$ cat config.mk
export PLATFORM = sky130hd
export DESIGN_NAME = alu_issue_ctrl
export DESIGN_NICKNAME = d
export VERILOG_FILES = /design/src/rtl/alu_pkg.sv /design/src/rtl/alu_issue_decode.sv /design/src/rtl/alu_issue_ctrl.sv
export SDC_FILE = /design/constraint.sdc
export NUM_CORES = 1
export LEC_CHECK = 0
export ABC_AREA = 1
export BUFFER_PORTS_ARGS = -buffer_cell sky130_fd_sc_hd__clkbuf_2
export CORE_ASPECT_RATIO = 1.25
export CORE_MARGIN = 4
export CORE_UTILIZATION = 50
export CTS_CLUSTER_SIZE = 16
export DETAILED_ROUTE_END_ITERATION = 10
export GPL_TIMING_DRIVEN = 0
export HOLD_SLACK_MARGIN = 0.05
export PLACE_DENSITY = 0.83
export SLEW_MARGIN = 20
export SYNTH_ARGS = -nofsm -noshare
export SYNTH_HDL_FRONTEND = slang
export SYNTH_SLANG_ARGS = --single-unit
$ cat constraint.sdc
create_clock -name clk -period 4 [get_ports clk]
set_clock_uncertainty 0.05 [all_clocks]
set_input_delay 0.2 -clock clk [delete_from_list [all_inputs] [get_ports clk]]
set_output_delay 0.2 -clock clk [all_outputs]
set_load 0.01 [all_outputs]
$ cat src/rtl/alu_pkg.sv
// alu_pkg: shared definitions for the ALU issue controller.
// ALU function-select codes, MIPS opcode/funct fields, FSM state and decode types.
// Optional feature macro used by this slice: SHIFT_VAR_EN (variable shifts).
package alu_pkg;

    // ALU function-select codes driven on F_Sel
    localparam logic [5:0] FS_PASS_S  = 6'h00;
    localparam logic [5:0] FS_PASS_T  = 6'h01;
    localparam logic [5:0] FS_ADD     = 6'h02;
    localparam logic [5:0] FS_SUB     = 6'h03;
    localparam logic [5:0] FS_ADDU    = 6'h04;
    localparam logic [5:0] FS_SUBU    = 6'h05;
    localparam logic [5:0] FS_SLT     = 6'h06;
    localparam logic [5:0] FS_SLTU    = 6'h07;
    localparam logic [5:0] FS_AND     = 6'h08;
    localparam logic [5:0] FS_OR      = 6'h09;
    localparam logic [5:0] FS_XOR     = 6'h0A;
    localparam logic [5:0] FS_NOR     = 6'h0B;
    localparam logic [5:0] FS_SLL     = 6'h0C;
    localparam logic [5:0] FS_SRL     = 6'h0D;
    localparam logic [5:0] FS_SRA     = 6'h0E;
    localparam logic [5:0] FS_INC     = 6'h0F;
    localparam logic [5:0] FS_INC4    = 6'h10;
    localparam logic [5:0] FS_DEC     = 6'h11;
    localparam logic [5:0] FS_DEC4    = 6'h12;
    localparam logic [5:0] FS_ZEROS   = 6'h13;
    localparam logic [5:0] FS_ONES    = 6'h14;
    localparam logic [5:0] FS_SP_INIT = 6'h15;
    localparam logic [5:0] FS_ANDI    = 6'h16;
    localparam logic [5:0] FS_ORI     = 6'h17;
    localparam logic [5:0] FS_LUI     = 6'h18;
    localparam logic [5:0] FS_XORI    = 6'h19;
    localparam logic [5:0] FS_NOT_S   = 6'h1A;
    localparam logic [5:0] FS_CHS     = 6'h1B;

    // Primary opcodes
    localparam logic [5:0] OP_RTYPE = 6'h00;
    localparam logic [5:0] OP_ADDI  = 6'h08;
    localparam logic [5:0] OP_ADDIU = 6'h09;
    localparam logic [5:0] OP_SLTI  = 6'h0A;
    localparam logic [5:0] OP_SLTIU = 6'h0B;
    localparam logic [5:0] OP_ANDI  = 6'h0C;
    localparam logic [5:0] OP_ORI   = 6'h0D;
    localparam logic [5:0] OP_XORI  = 6'h0E;
    localparam logic [5:0] OP_LUI   = 6'h0F;

    // R-type funct codes
    localparam logic [5:0] FN_SLL  = 6'h00;
    localparam logic [5:0] FN_SRL  = 6'h02;
    localparam logic [5:0] FN_SRA  = 6'h03;
    localparam logic [5:0] FN_SLLV = 6'h04;
    localparam logic [5:0] FN_SRLV = 6'h06;
    localparam logic [5:0] FN_SRAV = 6'h07;
    localparam logic [5:0] FN_ADD  = 6'h20;
    localparam logic [5:0] FN_ADDU = 6'h21;
    localparam logic [5:0] FN_SUB  = 6'h22;
    localparam logic [5:0] FN_SUBU = 6'h23;
    localparam logic [5:0] FN_AND  = 6'h24;
    localparam logic [5:0] FN_OR   = 6'h25;
    localparam logic [5:0] FN_XOR  = 6'h26;
    localparam logic [5:0] FN_NOR  = 6'h27;
    localparam logic [5:0] FN_SLT  = 6'h2A;
    localparam logic [5:0] FN_SLTU = 6'h2B;

    typedef enum logic [1:0] {
        ST_IDLE = 2'd0,
        ST_EXEC = 2'd1,
        ST_DONE = 2'd2
    } state_e;

    // How operand T is formed at issue
    typedef enum logic [1:0] {
        IMM_NONE = 2'd0,  // T = rt_val
        IMM_SEXT = 2'd1,  // T = sign-extended imm16
        IMM_ZEXT = 2'd2   // T = zero-extended imm16
    } imm_mode_e;

    typedef struct packed {
        logic [5:0] fsel;
        imm_mode_e  imm_mode;
        logic       is_shift;
        logic       var_shift;  // shift amount comes from rs_val[4:0]
        logic [4:0] shamt;
        logic [4:0] dest;
        logic       illegal;
    } decode_t;

    // Ops whose C/V outputs the ALU actually defines; all others report 0
    function automatic logic flags_defined(input logic [5:0] fsel);
        return fsel inside {FS_ADD, FS_SUB, FS_ADDU, FS_SUBU, FS_SLL, FS_SRL, FS_SRA};
    endfunction

    // Signed ops whose overflow may trap (ADD, SUB, ADDI)
    function automatic logic ovf_can_trap(input logic [5:0] fsel);
        return fsel inside {FS_ADD, FS_SUB};
    endfunction

endpackage

$ cat src/rtl/alu_issue_decode.sv
// alu_issue_decode: combinational MIPS instruction -> ALU issue decode.
// With SHIFT_VAR_EN defined, SLLV/SRLV/SRAV decode as shifts whose amount
// comes from rs_val; otherwise those functs are illegal.
module alu_issue_decode
    import alu_pkg::*;
(
    input  logic [31:0] instr,
    output decode_t     dec
);

    logic [5:0] opcode;
    logic [5:0] funct;
    logic [4:0] rt_idx;
    logic [4:0] rd_idx;
    logic [4:0] shamt;
    logic       unused_rs;

    assign opcode = instr[31:26];
    assign funct  = instr[5:0];
    assign rt_idx = instr[20:16];
    assign rd_idx = instr[15:11];
    assign shamt  = instr[10:6];
    // The rs index is resolved upstream; the operand arrives as rs_val
    assign unused_rs = ^instr[25:21];

    // Instruction decode; illegal encodings collapse to an all-zero decode
    always_comb begin
        // NOTE: every field gets a default before the case so no path leaves one unassigned (no latch).
        dec          = '0;
        dec.fsel     = FS_PASS_S;
        dec.imm_mode = IMM_NONE;
        case (opcode)
            OP_RTYPE: begin
                dec.dest = rd_idx;
                case (funct)
                    FN_ADD:  dec.fsel = FS_ADD;
                    FN_ADDU: dec.fsel = FS_ADDU;
                    FN_SUB:  dec.fsel = FS_SUB;
                    FN_SUBU: dec.fsel = FS_SUBU;
                    FN_AND:  dec.fsel = FS_AND;
                    FN_OR:   dec.fsel = FS_OR;
                    FN_XOR:  dec.fsel = FS_XOR;
                    FN_NOR:  dec.fsel = FS_NOR;
                    FN_SLT:  dec.fsel = FS_SLT;
                    FN_SLTU: dec.fsel = FS_SLTU;
                    FN_SLL: begin
                        dec.fsel     = FS_SLL;
                        dec.is_shift = 1'b1;
                        dec.shamt    = shamt;
                    end
                    FN_SRL: begin
                        dec.fsel     = FS_SRL;
                        dec.is_shift = 1'b1;
                        dec.shamt    = shamt;
                    end
                    FN_SRA: begin
                        dec.fsel     = FS_SRA;
                        dec.is_shift = 1'b1;
                        dec.shamt    = shamt;
                    end
`ifdef SHIFT_VAR_EN
                    FN_SLLV: begin
                        dec.fsel      = FS_SLL;
                        dec.is_shift  = 1'b1;
                        dec.var_shift = 1'b1;
                    end
                    FN_SRLV: begin
                        dec.fsel      = FS_SRL;
                        dec.is_shift  = 1'b1;
                        dec.var_shift = 1'b1;
                    end
                    FN_SRAV: begin
                        dec.fsel      = FS_SRA;
                        dec.is_shift  = 1'b1;
                        dec.var_shift = 1'b1;
                    end
`else
                    // Variable shifts are not supported and fall to the illegal default
`endif
                    default: dec.illegal = 1'b1;
                endcase
            end
            OP_ADDI: begin
                dec.fsel     = FS_ADD;
                dec.imm_mode = IMM_SEXT;
                dec.dest     = rt_idx;
            end
            OP_ADDIU: begin
                dec.fsel     = FS_ADDU;
                dec.imm_mode = IMM_SEXT;
                dec.dest     = rt_idx;
            end
            OP_SLTI: begin
                dec.fsel     = FS_SLT;
                dec.imm_mode = IMM_SEXT;
                dec.dest     = rt_idx;
            end
            OP_SLTIU: begin
                dec.fsel     = FS_SLTU;
                dec.imm_mode = IMM_SEXT;
                dec.dest     = rt_idx;
            end
            OP_ANDI: begin
                dec.fsel     = FS_ANDI;
                dec.imm_mode = IMM_ZEXT;
                dec.dest     = rt_idx;
            end
            OP_ORI: begin
                dec.fsel     = FS_ORI;
                dec.imm_mode = IMM_ZEXT;
                dec.dest     = rt_idx;
            end
            OP_XORI: begin
                dec.fsel     = FS_XORI;
                dec.imm_mode = IMM_ZEXT;
                dec.dest     = rt_idx;
            end
            OP_LUI: begin
                dec.fsel     = FS_LUI;
                dec.imm_mode = IMM_ZEXT;
                dec.dest     = rt_idx;
            end
            default: dec.illegal = 1'b1;
        endcase
        if (dec.illegal) begin
            dec         = '0;
            dec.illegal = 1'b1;
        end
    end

endmodule

$ cat src/rtl/alu_issue_ctrl.sv
// alu_issue_ctrl: issues one decoded MIPS instruction to a combinational ALU,
// iterates 1-bit shift ops for shamt shifts, and holds a registered result
// with destination and trap flags until the consumer takes it.
// Optional feature macro: SHIFT_VAR_EN (SLLV/SRLV/SRAV support in the decoder).
module alu_issue_ctrl
    import alu_pkg::*;
#(
    parameter int unsigned TRAP_ON_OVF = 1
) (
    input  logic        clk,
    input  logic        reset,
    input  logic        in_valid,
    output logic        in_ready,
    input  logic [31:0] instr,
    input  logic [31:0] rs_val,
    input  logic [31:0] rt_val,
    output logic [5:0]  F_Sel,
    output logic [31:0] S,
    output logic [31:0] T,
    input  logic [31:0] Y,
    input  logic        C,
    input  logic        V,
    output logic        out_valid,
    input  logic        out_ready,
    output logic [31:0] result,
    output logic        c_flag,
    output logic        v_flag,
    output logic [4:0]  dest,
    output logic        ovf_trap,
    output logic        illegal
);

    state_e      state_q, state_d;
    logic        armed_q;
    logic [5:0]  fsel_q, fsel_d;
    logic [31:0] s_q, s_d;
    logic [31:0] t_q, t_d;
    logic [4:0]  count_q, count_d;
    logic [4:0]  dest_q, dest_d;
    logic [31:0] result_q, result_d;
    logic        c_q, c_d;
    logic        v_q, v_d;
    logic        trap_q, trap_d;
    logic        illegal_q, illegal_d;

    decode_t     dec;
    logic [31:0] imm_ext;
    logic [31:0] issue_t;
    logic [4:0]  issue_count;
    logic        trap_now;

    alu_issue_decode u_decode (
        .instr (instr),
        .dec   (dec)
    );

    assign imm_ext     = (dec.imm_mode == IMM_SEXT) ? {{16{instr[15]}}, instr[15:0]}
                                                    : {16'h0000, instr[15:0]};
    assign issue_t     = (dec.imm_mode == IMM_NONE) ? rt_val : imm_ext;
    assign issue_count = dec.var_shift ? rs_val[4:0] : dec.shamt;
    assign trap_now    = (TRAP_ON_OVF != 0) && ovf_can_trap(fsel_q) && V;

    // in_ready stays low while reset is held and rises on the first edge after release
    assign in_ready  = (state_q == ST_IDLE) && armed_q;
    assign out_valid = (state_q == ST_DONE);
    assign F_Sel     = fsel_q;
    assign S         = s_q;
    assign T         = t_q;
    assign result    = result_q;
    assign c_flag    = c_q;
    assign v_flag    = v_q;
    assign dest      = dest_q;
    assign ovf_trap  = trap_q;
    assign illegal   = illegal_q;

    // State, operand, counter and capture registers
    always_ff @(posedge clk or negedge reset) begin
        if (!reset) begin
            state_q   <= ST_IDLE;
            armed_q   <= 1'b0;
            fsel_q    <= FS_PASS_S;
            s_q       <= '0;
            t_q       <= '0;
            count_q   <= '0;
            dest_q    <= '0;
            result_q  <= '0;
            c_q       <= 1'b0;
            v_q       <= 1'b0;
            trap_q    <= 1'b0;
            illegal_q <= 1'b0;
        end else begin
            // NOTE: non-blocking assignments so every register samples pre-edge values.
            state_q   <= state_d;
            armed_q   <= 1'b1;
            fsel_q    <= fsel_d;
            s_q       <= s_d;
            t_q       <= t_d;
            count_q   <= count_d;
            dest_q    <= dest_d;
            result_q  <= result_d;
            c_q       <= c_d;
            v_q       <= v_d;
            trap_q    <= trap_d;
            illegal_q <= illegal_d;
        end
    end

    // Next-state logic: issue in IDLE, iterate/capture in EXEC, hold until handshake in DONE
    always_comb begin
        state_d   = state_q;
        fsel_d    = fsel_q;
        s_d       = s_q;
        t_d       = t_q;
        count_d   = count_q;
        dest_d    = dest_q;
        result_d  = result_q;
        c_d       = c_q;
        v_d       = v_q;
        trap_d    = trap_q;
        illegal_d = illegal_q;
        case (state_q)
            ST_IDLE: begin
                if (in_valid && in_ready) begin
                    trap_d = 1'b0;
                    if (dec.illegal) begin
                        // Nothing to execute: report straight away with a zeroed result
                        state_d   = ST_DONE;
                        illegal_d = 1'b1;
                        result_d  = '0;
                        dest_d    = '0;
                        c_d       = 1'b0;
                        v_d       = 1'b0;
                    end else begin
                        state_d   = ST_EXEC;
                        illegal_d = 1'b0;
                        // A zero-length shift just passes T through in one cycle
                        fsel_d    = (dec.is_shift && issue_count == 5'd0) ? FS_PASS_T : dec.fsel;
                        s_d       = rs_val;
                        t_d       = issue_t;
                        count_d   = issue_count;
                        dest_d    = dec.dest;
                    end
                end
            end
            ST_EXEC: begin
                // Each shift step feeds the ALU output back as the next T
                if (count_q != 5'd0) begin
                    t_d     = Y;
                    count_d = count_q - 5'd1;
                end
                if (count_q <= 5'd1) begin
                    state_d  = ST_DONE;
                    result_d = Y;
                    c_d      = C && flags_defined(fsel_q);
                    v_d      = V && flags_defined(fsel_q);
                    trap_d   = trap_now;
                    if (trap_now) begin
                        dest_d = '0;
                    end
                end
            end
            ST_DONE: begin
                if (out_ready) begin
                    state_d   = ST_IDLE;
                    trap_d    = 1'b0;
                    illegal_d = 1'b0;
                end
            end
            default: state_d = ST_IDLE;
        endcase
    end

endmodule
==> impl_metrics.env <==
export IMPL_status="finished, final reports clean"
export IMPL_wl_um=20000
export IMPL_yosysSeqAreaShare=0.500
export IMPL_grt_pass1_vias=6364
export IMPL_grt_start_max_net_pins=69
export IMPL_area_delta_synth_final_pct=46.7
export IMPL_synth_edf_count=0
export IMPL_timing_rr_start="state_q[0]$_DFFE_PN0P_"
export IMPL_finish_net_count=1249
export IMPL_fin_crit_sh=0.520
export IMPL_hpwl_um=14100
export IMPL_max_slew_margin_rel=0.613
export IMPL_ir_worst_vdd_v=0.000360
export IMPL_synth_compound_area_frac=0.0873
export IMPL_setup_violations_final=0
export IMPL_fp_row_count=44
export IMPL_min_to="dest[2]$_DFFE_PN0P_"
export IMPL_p_sw_w=0.00178
export IMPL_r2r_end="c_flag$_DFFE_PN0P_"
export IMPL_synth_seq_cells=118
export IMPL_avgSynthCellArea_um2=7.51
export IMPL_reg2reg_slack_ns=1.92
export IMPL_synth_top_area_cell="dfrtp_1"
export IMPL_insertion_delay_ns=0.40
export IMPL_remaining_drc_errors=0
export IMPL_swShare=0.344
export IMPL_critPathRequiredTime_ns=4.20
export IMPL_ys_types=32
export IMPL_yosys_warnings=0
export IMPL_rsz0062_at_grt="no"
export IMPL_cts_tree="done"
export IMPL_max_cap_violations=0
export IMPL_drv_slew=0
export IMPL_clkTransAtPathRegs_ns=0.05
export IMPL_cp_end_kind="register"
export IMPL_ys_top_cells_by_count="nand2_1 (355), dfrtp_1 (118), o21ai_0 (72)"
export IMPL_die_w_um=105
export IMPL_fp_dieH_um=129
export IMPL_ctsResizeCount=0
export IMPL_clock_sinks=118
export IMPL_start_util=0.511
export IMPL_min_from="instr[18]"
export IMPL_async_flop_share=1.00
export IMPL_synth_area_um2=5900
export IMPL_antenna_found_initial=1
export IMPL_pwr_share_seq=0.345
export IMPL_cp_start_kind="register"
export IMPL_period_needed_ns=2.08
export IMPL_htreeDepth=4
export IMPL_yosysMostFrequentCell="nand2_1"
export IMPL_hold_viol=0
export IMPL_tightest_slew_ns=0.580
export IMPL_dieArea_um2=13600
export IMPL_hold_depth=3
export IMPL_ys_dominant_reg_cell="dfrtp_1"
export IMPL_antenna_cells=0
export IMPL_pwr_share_clk=0.336
export IMPL_grt_pass1_wl_um=31600
export IMPL_detail_route_antenna_nets=0
export IMPL_hold_class="in -> reg"
export IMPL_syn_inst=786
export IMPL_grt_total_usage=0.294
export IMPL_postCtsSetupBuffers=0
export IMPL_dr_pass1_iters=5
export IMPL_power_frac_comb=0.318
export IMPL_vias_per_cell=5.14
export IMPL_ys_top_cells_by_area="dfrtp_1 (50%), nand2_1 (23%), o21ai_0 (6.1%)"
export IMPL_numCtsBuffers=17
export IMPL_max_freq_mhz=481
export IMPL_drtIter0Drc=366
export IMPL_core_um2=11600
export IMPL_post_cts_hold_buffer_count=67
export IMPL_cts_root_buf="clkbuf_16"
export IMPL_crit_type="reg -> reg"
export IMPL_wl_per_cell_um=15.9
export IMPL_cp_arrival_ns=2.29
export IMPL_synth_top_family_by_area="simple AND/OR/NAND/NOR gates"
export IMPL_gp_congestion=0.910
export IMPL_synth_adder_area_share=0.00636
export IMPL_grt_overflow=0
export IMPL_power_density_nw_per_um2=597
export IMPL_synth_xor_area_frac=0.00297
export IMPL_port_buffers=239
export IMPL_drive_gt1_frac=0.286
export IMPL_pin_count=247
export IMPL_power_total_w=0.00517
export IMPL_num_vias=6489
export IMPL_cts_max_path_buffers=2
export IMPL_syn_num_nets=923
export IMPL_synth_area_mux_share=0
export IMPL_synth_simple_area_share=0.338
export IMPL_p_leak_nw=4.88
export IMPL_intPower_w=0.00339
export IMPL_path_max_fanout=10
export IMPL_reg2reg_depth=8
export IMPL_setup_tns_ns=0
export IMPL_synth_top_cell_area_share=0.500
-- metal layers --
layer / vias up / GRT usage / part of all wire
li1: 3162 / - / -
met1: 2959 / 0.333 / 0.38
met2: 310 / 0.506 / 0.49
met3: 56 / 0.0927 / 0.087
met4: 2 / 0.139 / 0.039
met5: - / 0 / 0.00075
-- layout make-up --
| class | count | area [um^2] |
|---|---|---|
| repair buffers | 307 | 1900 |
| inverters | 31 | 116 |
| multi-input cells | 594 | 2580 |
| flip-flops and latches | 118 | 2950 |
| clock inverters | 12 | 225 |
| clock buffers | 19 | 453 |
| well taps | 138 | 173 |
| plain buffers | 43 | 258 |
| fillers | 893 | 2900 |
-- critical path, cell delays in order, from the launching register on --
cell and delay, ns:
dfrtp_1 0.35, buf_2 0.16, nor2_1 0.26, o21ai_0 0.20, nand2_1 0.10, nor2_1 0.07
nand2_2 0.15, clkbuf_1 0.43, o21ai_0 0.17
-- flip-flops by register name (all words and copies together), names as in the netlist --
name      cells
count_q       5
illegal       1
T            32
c_flag        1
S            32
armed_q       1
result       32
F_Sel         5
dest          5
state_q       2
ovf_trap      1
v_flag        1
-- worst max path at each step --
stage,from,to,slack (ns),depth (start not counted)
6_report,state_q[0]$_DFFE_PN0P_,c_flag$_DFFE_PN0P_,1.92,8
5_1_grt,state_q[0]$_DFFE_PN0P_,result[31]$_DFFE_PN0P_,1.73,8
4_1_cts,state_q[0]$_DFFE_PN0P_,c_flag$_DFFE_PN0P_,1.92,8
3_5_place_dp,state_q[0]$_DFFE_PN0P_,c_flag$_DFFE_PN0P_,1.93,8
3_3_place_gp,reset,result[30]$_DFFE_PN0P_,0.92,1
2_1_floorplan,count_q[1]$_DFFE_PN0P_,c_flag$_DFFE_PN0P_,2.35,11
-- layout by cell type, fill, tap and decap left out, types with 15 or more instances in the layout --
cell           instances
o21ai_0               72
dlygate4sd3_1         67
nand2_1              355
nor2_1                49
inv_1                 27
clkbuf_16             17
dfrtp_1              118
nand3_1               68
clkbuf_1              15
clkbuf_2             238
-- metrics by stage --
step	cell area (um^2)	hold WS (ns)	cells	util	worst slack [ns]
6_report	8660	0.0784	1262	0.749	1.92
5_1_grt	8660	0.0881	1262	0.749	1.73
4_1_cts	8660	0.0630	1262	0.749	1.92
3_5_place_dp	7310	0.125	1164	0.632	1.93
3_3_place_gp	7270	0.345	1163	0.629	0.917
2_1_floorplan	5900	-0.146	786	-	2.35
-- kinds of logic after synthesis --
| group | count (synthesis) |
|---|---|
| and+or+nand+nor | 492 |
| adders and majority gates | 3 |
| DFF | 118 |
| buffers and inverters | 74 |
| other | 2 |
| AOI/OAI and AO/OA | 95 |
| xor gates and xnor gates | 2 |
-- power groups by stage --
| stage | Sequential, W | Combinational [W] | Clock [W] |
|---|---|---|---|
| after floorplan | 0.00192 | 0.000740 | 0 |
| after global placement | 0.00178 | 0.00154 | 0 |
| after detailed placement | 0.00178 | 0.00159 | 0 |
| after CTS | 0.00178 | 0.00164 | 0.00176 |
| after global routing | 0.00182 | 0.00183 | 0.00182 |
| final | 0.00179 | 0.00165 | 0.00174 |
Note: power is estimated with default switching activity, not from simulation.
